==> src/rtl/pov_pkg.sv <==
// pov_pkg: shared constants, types and the swap-FSM encoding for the
// persistence-of-vision framebuffer arbiter.
package pov_pkg;

    localparam int ROWS_DEF = 52;    // LEDs on the strip
    localparam int COLS_DEF = 64;    // angular columns per revolution
    localparam int FB_DEPTH = 4096;  // pixels per bank
    localparam int PIX_W    = 24;    // GRB pixel width
    localparam int FB_AW    = 12;    // linear pixel address width
    localparam int IDX_W    = 6;     // row / column / theta index width

    typedef logic [PIX_W-1:0] pixel_t;
    typedef logic [FB_AW-1:0] fb_addr_t;
    typedef logic [IDX_W-1:0] idx_t;

    // RUN: front bank fixed; PENDING: swap armed, waiting for theta wrap.
    typedef enum logic {
        ST_RUN     = 1'b0,
        ST_PENDING = 1'b1
    } swap_state_t;

    // Row-major linear pixel address: row*cols + col.
    function automatic fb_addr_t lin_addr(input idx_t row, input idx_t col, input int cols);
        return FB_AW'(row) * FB_AW'(cols) + FB_AW'(col);
    endfunction

endpackage

==> src/rtl/pov_fb_arbiter_if.sv <==
// pov_fb_arbiter_if: display fetch, CPU access, swap control and RAM port
// of the framebuffer arbiter. slave = arbiter side, master = the rest.
interface pov_fb_arbiter_if;
    import pov_pkg::*;

    // Angle / swap control
    idx_t             theta;
    logic             swap_req;
    logic             swap_pending;
    logic             front_sel;

    // Display fetch
    logic             disp_req;
    idx_t             disp_row;
    idx_t             disp_col;
    pixel_t           disp_data;
    logic             disp_valid;

    // CPU access
    logic             cpu_req;
    logic             cpu_we;
    fb_addr_t         cpu_addr;
    pixel_t           cpu_wdata;
    logic             cpu_ack;
    pixel_t           cpu_rdata;

    // Single-port framebuffer RAM, bit FB_AW selects the bank
    logic             mem_we;
    logic [FB_AW:0]   mem_addr;
    pixel_t           mem_wdata;
    pixel_t           mem_rdata;

    modport slave (
        input  theta, swap_req,
        output swap_pending, front_sel,
        input  disp_req, disp_row, disp_col,
        output disp_data, disp_valid,
        input  cpu_req, cpu_we, cpu_addr, cpu_wdata,
        output cpu_ack, cpu_rdata,
        output mem_we, mem_addr, mem_wdata,
        input  mem_rdata
    );

    modport master (
        output theta, swap_req,
        input  swap_pending, front_sel,
        output disp_req, disp_row, disp_col,
        input  disp_data, disp_valid,
        output cpu_req, cpu_we, cpu_addr, cpu_wdata,
        input  cpu_ack, cpu_rdata,
        input  mem_we, mem_addr, mem_wdata,
        output mem_rdata
    );

endinterface

==> src/rtl/pov_swap_ctrl.sv <==
// pov_swap_ctrl: revolution-boundary detector and front/back bank swap FSM.
// Build option POV_DBUF_EN enables double buffering; without it the display
// bank is fixed at 0 and swap requests are ignored.
module pov_swap_ctrl
    import pov_pkg::*;
#(
    parameter int COLS = COLS_DEF
) (
    input  logic clk,
    input  logic reset,
    input  idx_t theta,
    input  logic swap_req,
    output logic swap_pending,
    output logic front_sel
);

`ifdef POV_DBUF_EN

    localparam idx_t THETA_LAST = IDX_W'(COLS - 1);

    idx_t        theta_q;
    logic        boundary;
    swap_state_t state;

    // Boundary is the single cycle where theta wraps from the last column to 0.
    assign boundary = (theta == '0) && (theta_q == THETA_LAST);

    // Remember last cycle's theta so the wrap can be seen.
    always_ff @(posedge clk) begin
        // NOTE: sequential state uses non-blocking assignments so every flop
        // samples pre-edge values regardless of statement order.
        if (reset) begin
            theta_q <= '0;
        end else begin
            theta_q <= theta;
        end
    end

    // Swap FSM: arm on swap_req, toggle the front bank on the next boundary.
    always_ff @(posedge clk) begin
        if (reset) begin
            state        <= ST_RUN;
            swap_pending <= 1'b0;
            front_sel    <= 1'b0;
        end else begin
            case (state)
                ST_RUN: begin
                    if (swap_req) begin
                        if (boundary) begin
                            // Request landing on the wrap itself swaps right away.
                            front_sel <= ~front_sel;
                        end else begin
                            state        <= ST_PENDING;
                            swap_pending <= 1'b1;
                        end
                    end
                end
                ST_PENDING: begin
                    // Further swap_req pulses are ignored here: one toggle only.
                    if (boundary) begin
                        front_sel    <= ~front_sel;
                        state        <= ST_RUN;
                        swap_pending <= 1'b0;
                    end
                end
                default: begin
                    state        <= ST_RUN;
                    swap_pending <= 1'b0;
                end
            endcase
        end
    end

`else

    // Single bank: display and CPU share bank 0, nothing to swap.
    logic unused_swap_in;
    assign unused_swap_in = ^{clk, reset, theta, swap_req};

    assign swap_pending = 1'b0;
    assign front_sel    = 1'b0;

`endif

endmodule

==> src/rtl/pov_fb_arbiter.sv <==
// pov_fb_arbiter: shares one single-port framebuffer RAM between the LED
// display fetch (fixed priority) and the CPU, with a 2-stage return pipeline.
// Build option POV_DBUF_EN: CPU works on the back bank and the banks swap at
// the revolution boundary; otherwise a single bank is shared.
module pov_fb_arbiter
    import pov_pkg::*;
#(
    parameter int ROWS = ROWS_DEF,
    parameter int COLS = COLS_DEF
) (
    input  logic              clk,
    input  logic              reset,
    pov_fb_arbiter_if.slave   bus
);

    localparam logic [IDX_W:0] ROW_LIM = (IDX_W + 1)'(ROWS);
    localparam logic [IDX_W:0] COL_LIM = (IDX_W + 1)'(COLS);
    localparam logic [FB_AW:0] PIX_LIM = (FB_AW + 1)'(ROWS * COLS);

    // Bank control
    logic           front_sel;
    logic           swap_pending;
    logic           cpu_bank;

    // Request decode
    logic           disp_in_range;
    fb_addr_t       disp_lin;
    logic           cpu_in_range;
    logic           cpu_busy;
    logic           cpu_grant;

    // RAM port
    logic           mem_we;
    logic [FB_AW:0] mem_addr;
    pixel_t         mem_wdata;

    // Return pipeline: stage 1 waits for RAM data, stage 2 is the output
    logic           s1_disp_v;
    logic           s1_disp_rd;
    logic           s1_cpu_v;
    logic           s1_cpu_rd;
    logic           disp_valid_q;
    pixel_t         disp_data_q;
    logic           cpu_ack_q;
    pixel_t         cpu_rdata_q;

    pov_swap_ctrl #(
        .COLS         (COLS)
    ) u_swap_ctrl (
        .clk          (clk),
        .reset        (reset),
        .theta        (bus.theta),
        .swap_req     (bus.swap_req),
        .swap_pending (swap_pending),
        .front_sel    (front_sel)
    );

`ifdef POV_DBUF_EN
    // CPU always edits the bank that is not on display.
    assign cpu_bank = ~front_sel;
`else
    // Single bank: front_sel is tied low, so the CPU edits the shown bank.
    assign cpu_bank = front_sel;
`endif

    assign disp_in_range = ({1'b0, bus.disp_row} < ROW_LIM) &&
                           ({1'b0, bus.disp_col} < COL_LIM);
    assign disp_lin      = lin_addr(bus.disp_row, bus.disp_col, COLS);
    assign cpu_in_range  = ({1'b0, bus.cpu_addr} < PIX_LIM);

    // A CPU access is in flight from grant until its ack cycle.
    assign cpu_busy  = s1_cpu_v | cpu_ack_q;
    assign cpu_grant = ~reset & bus.cpu_req & ~bus.disp_req & ~cpu_busy;

    // Drive the RAM port in the request cycle; display wins, out-of-range
    // requests leave the port idle.
    always_comb begin
        // NOTE: every output gets a default first so no path can infer a latch.
        mem_we    = 1'b0;
        mem_addr  = '0;
        mem_wdata = '0;
        if (!reset) begin
            if (bus.disp_req) begin
                if (disp_in_range) begin
                    mem_addr = {front_sel, disp_lin};
                end
            end else if (cpu_grant && cpu_in_range) begin
                mem_addr  = {cpu_bank, bus.cpu_addr};
                mem_we    = bus.cpu_we;
                mem_wdata = bus.cpu_we ? bus.cpu_wdata : '0;
            end
        end
    end

    // Return pipeline: tag the issued access, capture RAM data a cycle later.
    always_ff @(posedge clk) begin
        // NOTE: only control/pipeline state is reset; the framebuffer lives in
        // the external RAM and keeps its contents across reset.
        if (reset) begin
            s1_disp_v    <= 1'b0;
            s1_disp_rd   <= 1'b0;
            s1_cpu_v     <= 1'b0;
            s1_cpu_rd    <= 1'b0;
            disp_valid_q <= 1'b0;
            disp_data_q  <= '0;
            cpu_ack_q    <= 1'b0;
            cpu_rdata_q  <= '0;
        end else begin
            s1_disp_v    <= bus.disp_req;
            s1_disp_rd   <= bus.disp_req & disp_in_range;
            s1_cpu_v     <= cpu_grant;
            s1_cpu_rd    <= cpu_grant & cpu_in_range & ~bus.cpu_we;
            disp_valid_q <= s1_disp_v;
            disp_data_q  <= s1_disp_rd ? bus.mem_rdata : '0;
            cpu_ack_q    <= s1_cpu_v;
            cpu_rdata_q  <= s1_cpu_rd ? bus.mem_rdata : '0;
        end
    end

    assign bus.mem_we       = mem_we;
    assign bus.mem_addr     = mem_addr;
    assign bus.mem_wdata    = mem_wdata;
    assign bus.disp_valid   = disp_valid_q;
    assign bus.disp_data    = disp_data_q;
    assign bus.cpu_ack      = cpu_ack_q;
    assign bus.cpu_rdata    = cpu_rdata_q;
    assign bus.swap_pending = swap_pending;
    assign bus.front_sel    = front_sel;

endmodule

==> src/flat_wrapper.sv <==
// flat-port wrapper written by rule: the top's interface ports become plain ports
module pov_fb_arbiter_flat import pov_pkg::*;
#(
    parameter int ROWS = ROWS_DEF,
    parameter int COLS = COLS_DEF
)
  (clk, reset, bus_theta, bus_swap_req, bus_swap_pending, bus_front_sel, bus_disp_req, bus_disp_row, bus_disp_col, bus_disp_data, bus_disp_valid, bus_cpu_req, bus_cpu_we, bus_cpu_addr, bus_cpu_wdata, bus_cpu_ack, bus_cpu_rdata, bus_mem_we, bus_mem_addr, bus_mem_wdata, bus_mem_rdata);
  pov_fb_arbiter_if bus_i ();
  input  logic clk;
  input  logic reset;
  input wire logic [$bits(bus_i.theta)-1:0] bus_theta;
  input wire logic [$bits(bus_i.swap_req)-1:0] bus_swap_req;
  output wire logic [$bits(bus_i.swap_pending)-1:0] bus_swap_pending;
  output wire logic [$bits(bus_i.front_sel)-1:0] bus_front_sel;
  input wire logic [$bits(bus_i.disp_req)-1:0] bus_disp_req;
  input wire logic [$bits(bus_i.disp_row)-1:0] bus_disp_row;
  input wire logic [$bits(bus_i.disp_col)-1:0] bus_disp_col;
  output wire logic [$bits(bus_i.disp_data)-1:0] bus_disp_data;
  output wire logic [$bits(bus_i.disp_valid)-1:0] bus_disp_valid;
  input wire logic [$bits(bus_i.cpu_req)-1:0] bus_cpu_req;
  input wire logic [$bits(bus_i.cpu_we)-1:0] bus_cpu_we;
  input wire logic [$bits(bus_i.cpu_addr)-1:0] bus_cpu_addr;
  input wire logic [$bits(bus_i.cpu_wdata)-1:0] bus_cpu_wdata;
  output wire logic [$bits(bus_i.cpu_ack)-1:0] bus_cpu_ack;
  output wire logic [$bits(bus_i.cpu_rdata)-1:0] bus_cpu_rdata;
  output wire logic [$bits(bus_i.mem_we)-1:0] bus_mem_we;
  output wire logic [$bits(bus_i.mem_addr)-1:0] bus_mem_addr;
  output wire logic [$bits(bus_i.mem_wdata)-1:0] bus_mem_wdata;
  input wire logic [$bits(bus_i.mem_rdata)-1:0] bus_mem_rdata;
  assign bus_i.theta = bus_theta;
  assign bus_i.swap_req = bus_swap_req;
  assign bus_swap_pending = bus_i.swap_pending;
  assign bus_front_sel = bus_i.front_sel;
  assign bus_i.disp_req = bus_disp_req;
  assign bus_i.disp_row = bus_disp_row;
  assign bus_i.disp_col = bus_disp_col;
  assign bus_disp_data = bus_i.disp_data;
  assign bus_disp_valid = bus_i.disp_valid;
  assign bus_i.cpu_req = bus_cpu_req;
  assign bus_i.cpu_we = bus_cpu_we;
  assign bus_i.cpu_addr = bus_cpu_addr;
  assign bus_i.cpu_wdata = bus_cpu_wdata;
  assign bus_cpu_ack = bus_i.cpu_ack;
  assign bus_cpu_rdata = bus_i.cpu_rdata;
  assign bus_mem_we = bus_i.mem_we;
  assign bus_mem_addr = bus_i.mem_addr;
  assign bus_mem_wdata = bus_i.mem_wdata;
  assign bus_i.mem_rdata = bus_mem_rdata;
  pov_fb_arbiter #(.ROWS(ROWS), .COLS(COLS)) u_core (.clk(clk), .reset(reset), .bus(bus_i));
endmodule
==> config.mk <==
export PLATFORM = sky130hd
export DESIGN_NAME = pov_fb_arbiter_flat
export DESIGN_NICKNAME = d
export VERILOG_FILES = /design/src/rtl/pov_pkg.sv /design/src/rtl/pov_fb_arbiter_if.sv /design/src/rtl/pov_swap_ctrl.sv /design/src/rtl/pov_fb_arbiter.sv /design/src/flat_wrapper.sv
export SDC_FILE = /design/constraint.sdc
export NUM_CORES = 1
export LEC_CHECK = 0
export ABC_AREA = 1
export BUFFER_PORTS_ARGS = -buffer_cell sky130_fd_sc_hd__buf_2
export CORE_UTILIZATION = 33
export DETAILED_ROUTE_END_ITERATION = 10
export MAX_ROUTING_LAYER = met4
export PLACE_DENSITY = 0.75
export SYNTH_ARGS = -nofsm -noshare
export SYNTH_HDL_FRONTEND = slang
export SYNTH_SLANG_ARGS = --single-unit
==> constraint.sdc <==
create_clock -name clk -period 1.3 [get_ports clk]
set_clock_uncertainty 0.2 [all_clocks]
set_input_delay 0.13 -clock clk [delete_from_list [all_inputs] [get_ports clk]]
set_output_delay 0.13 -clock clk [all_outputs]
set_load 0.005 [all_outputs]
== Word-level counts from Yosys, hierarchy flattened ==
Cells that the tools add are included.

* Word-level logic and storage cells: 38
* Bits in registers: 54
* Input port bits: 84
* Output and inout port bits: 90

* Multiplexer cells: 11
* Magnitude comparators: 2
* Bitwise gates (word level): 13
* Reduce and logical (&&, ||, !) cells: 3
* Add/sub/neg operators: 1

{| class="wikitable"
|+ Operators by type and width
! cell !! number
|-
| $mux 24 || 4
|-
| $mux 13 || 2
|-
| $mux 12 || 2
|-
| $add 12x6->12 || 1
|-
| $lt 12x12->1 const B || 1
|-
| $and 1x1->1 || 6
|-
| $lt 6x6->1 const B || 1
|-
| $not 1->1 || 6
|-
| $reduce_or 2->1 || 2
|-
| $mux 1 || 3
|-
| $logic_and 1x1->1 || 1
|-
| $or 1x1->1 || 1
|}

== Logic depth before layout (Yosys ltp) ==
* Depth in word-level cells: 8
* Depth in mapped cells: 6
* Gate-level depth less buffers: 5

== Hierarchy ==
A second synthesis with hierarchy kept.

* Cells, all modules: 255
* Area, all modules: 1931.9 um^2

{| class="wikitable"
|+ By module, submodules not included
! module !! sequential area each (um^2) !! instances !! cells each !! area each (um^2)
|-
| pov_fb_arbiter || 1081.0 || 1 || 252 || 1913.1
|-
| pov_swap_ctrl || 0.0 || 1 || 3 || 18.8
|}

== Worst setup path after synthesis ==
OpenSTA, ideal clock, no wires.

* Path kind: flip-flop to output port
* Start point: register u_core.cpu_ack_q (netlist: u_core.bus.cpu_ack)
* End point: output bus_mem_wdata[11]
* Stages on the path, launching flop included: 7
* Arrival time: 0.990 ns
* Path buffers: 1
* Slack: -0.020 ns
* Cell sequence: dfxtp_1 > nor2_1 > nand2_1 > nor2_4 > nand3_4 > buf_6 > nor2_2

* Longest elaborated chain between the ends: 7

{| class="wikitable"
|+ RTL lines
! item !! RTL line !! RTL
|-
| start: declaration || pov_fb_arbiter.sv:44 || <nowiki>logic cpu_ack_q;</nowiki>
|-
| start signal: assignment || pov_fb_arbiter.sv:115 || <nowiki>cpu_ack_q <= s1_cpu_v;</nowiki>
|-
| $or 1x1->1 || pov_fb_arbiter.sv:72 || <nowiki>assign cpu_busy = s1_cpu_v | cpu_ack_q;</nowiki>
|-
| $not 1->1 || pov_fb_arbiter.sv:73 || <nowiki>assign cpu_grant = ~reset & bus.cpu_req & ~bus.disp_req & ~cpu_busy;</nowiki>
|-
| $and 1x1->1 || pov_fb_arbiter.sv:73 ||
|-
| $logic_and 1x1->1 || pov_fb_arbiter.sv:87 || <nowiki>end else if (cpu_grant && cpu_in_range) begin</nowiki>
|-
| $mux 24 || pov_fb_arbiter.sv:87 ||
|-
| $mux 24 || pov_fb_arbiter.sv:83 || <nowiki>if (bus.disp_req) begin</nowiki>
|-
| $mux 24 || pov_fb_arbiter.sv:82 || <nowiki>if (!reset) begin</nowiki>
|-
| end: declaration || flat_wrapper.sv:28 || <nowiki>output wire logic [$bits(bus_i.mem_wdata)-1:0] bus_mem_wdata;</nowiki>
|}

Every way passes these cells.

== Final worst setup path ==
* Start point: register u_core.s1_cpu_v
* End point: output bus_mem_addr[5]

* Longest elaborated chain between the ends: 7

{| class="wikitable"
|+ RTL lines
! item !! RTL line !! RTL
|-
| start: declaration || pov_fb_arbiter.sv:40 || <nowiki>logic s1_cpu_v;</nowiki>
|-
| start signal: assignment || pov_fb_arbiter.sv:111 || <nowiki>s1_cpu_v <= cpu_grant;</nowiki>
|-
| $or 1x1->1 || pov_fb_arbiter.sv:72 ||
|-
| $not 1->1 || pov_fb_arbiter.sv:73 ||
|-
| $and 1x1->1 || pov_fb_arbiter.sv:73 ||
|-
| $logic_and 1x1->1 || pov_fb_arbiter.sv:87 ||
|-
| $mux 12 || pov_fb_arbiter.sv:87 ||
|-
| $mux 13 || pov_fb_arbiter.sv:83 ||
|-
| $mux 13 || pov_fb_arbiter.sv:82 ||
|-
| end: declaration || flat_wrapper.sv:27 || <nowiki>output wire logic [$bits(bus_i.mem_addr)-1:0] bus_mem_addr;</nowiki>
|}

Every way passes these cells.

==> results.ini <==
[global_routing]
grt.total_usage_pct = 19.08
grt_max_degree = 20
antenna_found_initial = 0
globalRoute.totalOverflow = 0
grt_pass1_vias = 2026
grt_pass1_wl_um = 8852

[power]
power.density_nw_per_um2 = 903.7
p_sw_share_pct = 24.54
power_uw = 3104
power_frac_clock_pct = 30.1
ir_drop_mv = 0.5668
comb_power_share_pct = 15.3
p_int_uw = 2342
netSwitchingPower_uw = 761.5
leakage_uw = 0.002050
seqPwrFrac_pct = 54.6

[synth]
ys_seq_area_share_pct = 56.10
netlist_instances = 248
synth.ff_latch_count = 54
syn_area_per_cell_um2 = 7.770
synthDistinctLibCells = 17
synth_area_um2 = 1927
yosysWarnings = 0

[worst_setup_path]
worstReg2RegEnd = u_core.s1_cpu_rd
timing.rr.start = u_core.s1_cpu_v
worstPathArrival_ns = 1.51
crit_start = u_core.s1_cpu_v
start_kind = register
path_class = register to primary output
r2r_slack_ns = -0.12
endpoint_kind = primary output
rr_worst_depth = 7
critPathMaxFanout = 6
crit_required_ns = 0.97

[clock_tree]
clock_latency_ns = 0.29
cts-root-buf = clkbuf_8
cts_tree = done
path_clk_slew_ns = 0.09
cts.sinks = 54
cts_max_path_buffers = 2
cts_buffers = 5
htree_levels = 2

[timing]
hold_viol_final = 0
setup_viol = 38
holdWs_ns = 0.08137
period_share_pct = 141.5
rsz0062_at_grt = true
finalMaxSlewViolations = 0
setup_ws_ns = -0.5391
max_freq_mhz = 543.8
layout_min_cycle_time_ns = 1.839

[outcome]
failed_checks = setup timing
status = complete, but fails checks

[finish]
antennaDiodeCount = 0
final_common_cell = buf_2
drive_above_1_share_pct = 49.45
fillers = 484
areaGrowthSynthToFinish_pct = 78.25
nets = 538
final_cell_mix = buf_2 (163), nor2_1 (57), dfxtp_1 (52)

[floorplan]
die_width_um = 78.41
num_io_pins = 174
core_area_um2 = 5574
initial_core_util_pct = 34.57
fp.dieH_um = 78.41
rows = 27
fp.dieArea_um2 = 6148

[placement]
dp_hpwl_um = 4233
io_buffers = 163
dp_slack_ns = -0.1980
place.gp.congestion = 0.7421

[drt]
drc = 0
ant_nets = 0
vias = 2227
wl_um = 5810
drt_pass1_iterations = 4
drt_iter0_markers = 35
wl_per_cell_um = 11.02
viasPerCell = 4.226

[min_path]
holdPathEnd = u_core.s1_disp_rd
min_path_cells = 5
min_from = bus_disp_row[3]
hold_path_class = input port to register

[job]
maxCapViolCount = 0

cell families after synthesis:
kind of cell	after synthesis	synth area share (%)
buffers and inverters	58	12.86
AO/OA/AOI/OAI	2	0.8444
flip-flops	54	56.10
other	1	0.1946
AND/OR/NAND/NOR	133	30.00
routing by layer:
layer	vias up	global-route usage [%]	share of wire (%)
met2	115	39.65	56
li1	1124	-	-
met3	8	3.256	7.2
met5	-	-	0
met1	980	17.03	35
met4	0	6.111	1.2
synthesized netlist by cell type:
library cell	count	area (µm²)
nand2_2	2	12.51
buf_4	4	30.03
o21ai_2	1	8.760
nor2_1	69	259.0
inv_1	44	165.2
nand3_4	1	17.52
nand2_1	27	101.4
dfxtp_1	54	1081
conb_1	1	3.750
buf_6	1	11.26
nor2_4	1	11.26
buf_2	6	30.03
o21bai_1	1	7.510
nand3_1	24	120.1
inv_2	1	3.750
clkbuf_1	2	7.510
nor2_2	9	56.30
power by group through the flow:
stage                     combinational (µW)  clock, µW  sequential [µW]
after global placement                   369          0             1730
after detailed placement                 376          0             1730
after floorplan                          146          0             1740
after CTS                                457        973             1690
final                                    476        934             1690
after global routing                     523       1040             1700
through the flow:
| stage | instances | setup TNS [ns] | utilization, % | cell area (µm²) |
|---|---|---|---|---|
| 6_report | 527 | -18.11 | 61.62 | 3435 |
| 5_1_grt | 527 | -21.92 | 61.62 | 3435 |
| 4_1_cts | 526 | -17.46 | 60.22 | 3357 |
| 3_5_place_dp | 487 | -4.897 | 52.23 | 2912 |
| 3_3_place_gp | 487 | -3.477 | 52.23 | 2912 |
| 2_1_floorplan | 250 | -0.1827 | - | 1934 |
area by class of cell:
class,count,area [µm²],share of cell area (%)
Timing Repair Buffer,209,1300,37.85
Sequential cell,54,1084,31.55
Multi-Input combinational cell,139,694.4,20.22
Inverter,45,168.9,4.918
Tap cell,72,90.09,2.623
Clock buffer,5,68.82,2.004
Clock inverter,3,28.78,0.8379
flip-flops by register name, indices dropped and copies added (netlist names):
name and cells:
u_core.bus.cpu_ack 1, u_core.bus.cpu_rdata 24, u_core.bus.disp_data 24, u_core.bus.disp_valid 1, u_core.s1_cpu_rd 1, u_core.s1_cpu_v 1, u_core.s1_disp_rd 1, u_core.s1_disp_v 1
worst max-delay path, cell delays in order (launching register included):
cell and delay [ns]:
dfxtp_2 0.33, nor2_2 0.11, nand2_2 0.07, nor2_4 0.19, buf_12 0.14, buf_12 0.11
nand3_1 0.08, nand2_1 0.08, buf_2 0.11
timing repair:
| action | CTS | global route |
|---|---|---|
| buffers inserted | 3 | 0 |
| endpoints found under the setup margin | 38 | 38 |
| hold buffers | 27 | 0 |
| gates resized for setup | 12 | 14 |
| pin swaps | 0 | 13 |
| hold endpoints to repair | 52 | 0 |
| cloned | 1 | 1 |
worst max-delay path by stage:
stage	cells past startpoint	slack (ns)	to
after global routing	8	-0.63	bus_mem_addr[5]
after CTS	8	-0.51	bus_mem_addr[0]
final	8	-0.54	bus_mem_addr[5]
after global placement	6	-0.16	bus_mem_wdata[5]
after floorplan	6	-0.02	bus_mem_wdata[11]
after detailed placement	7	-0.20	bus_mem_wdata[6]
Power figures use the tool's default switching activity.
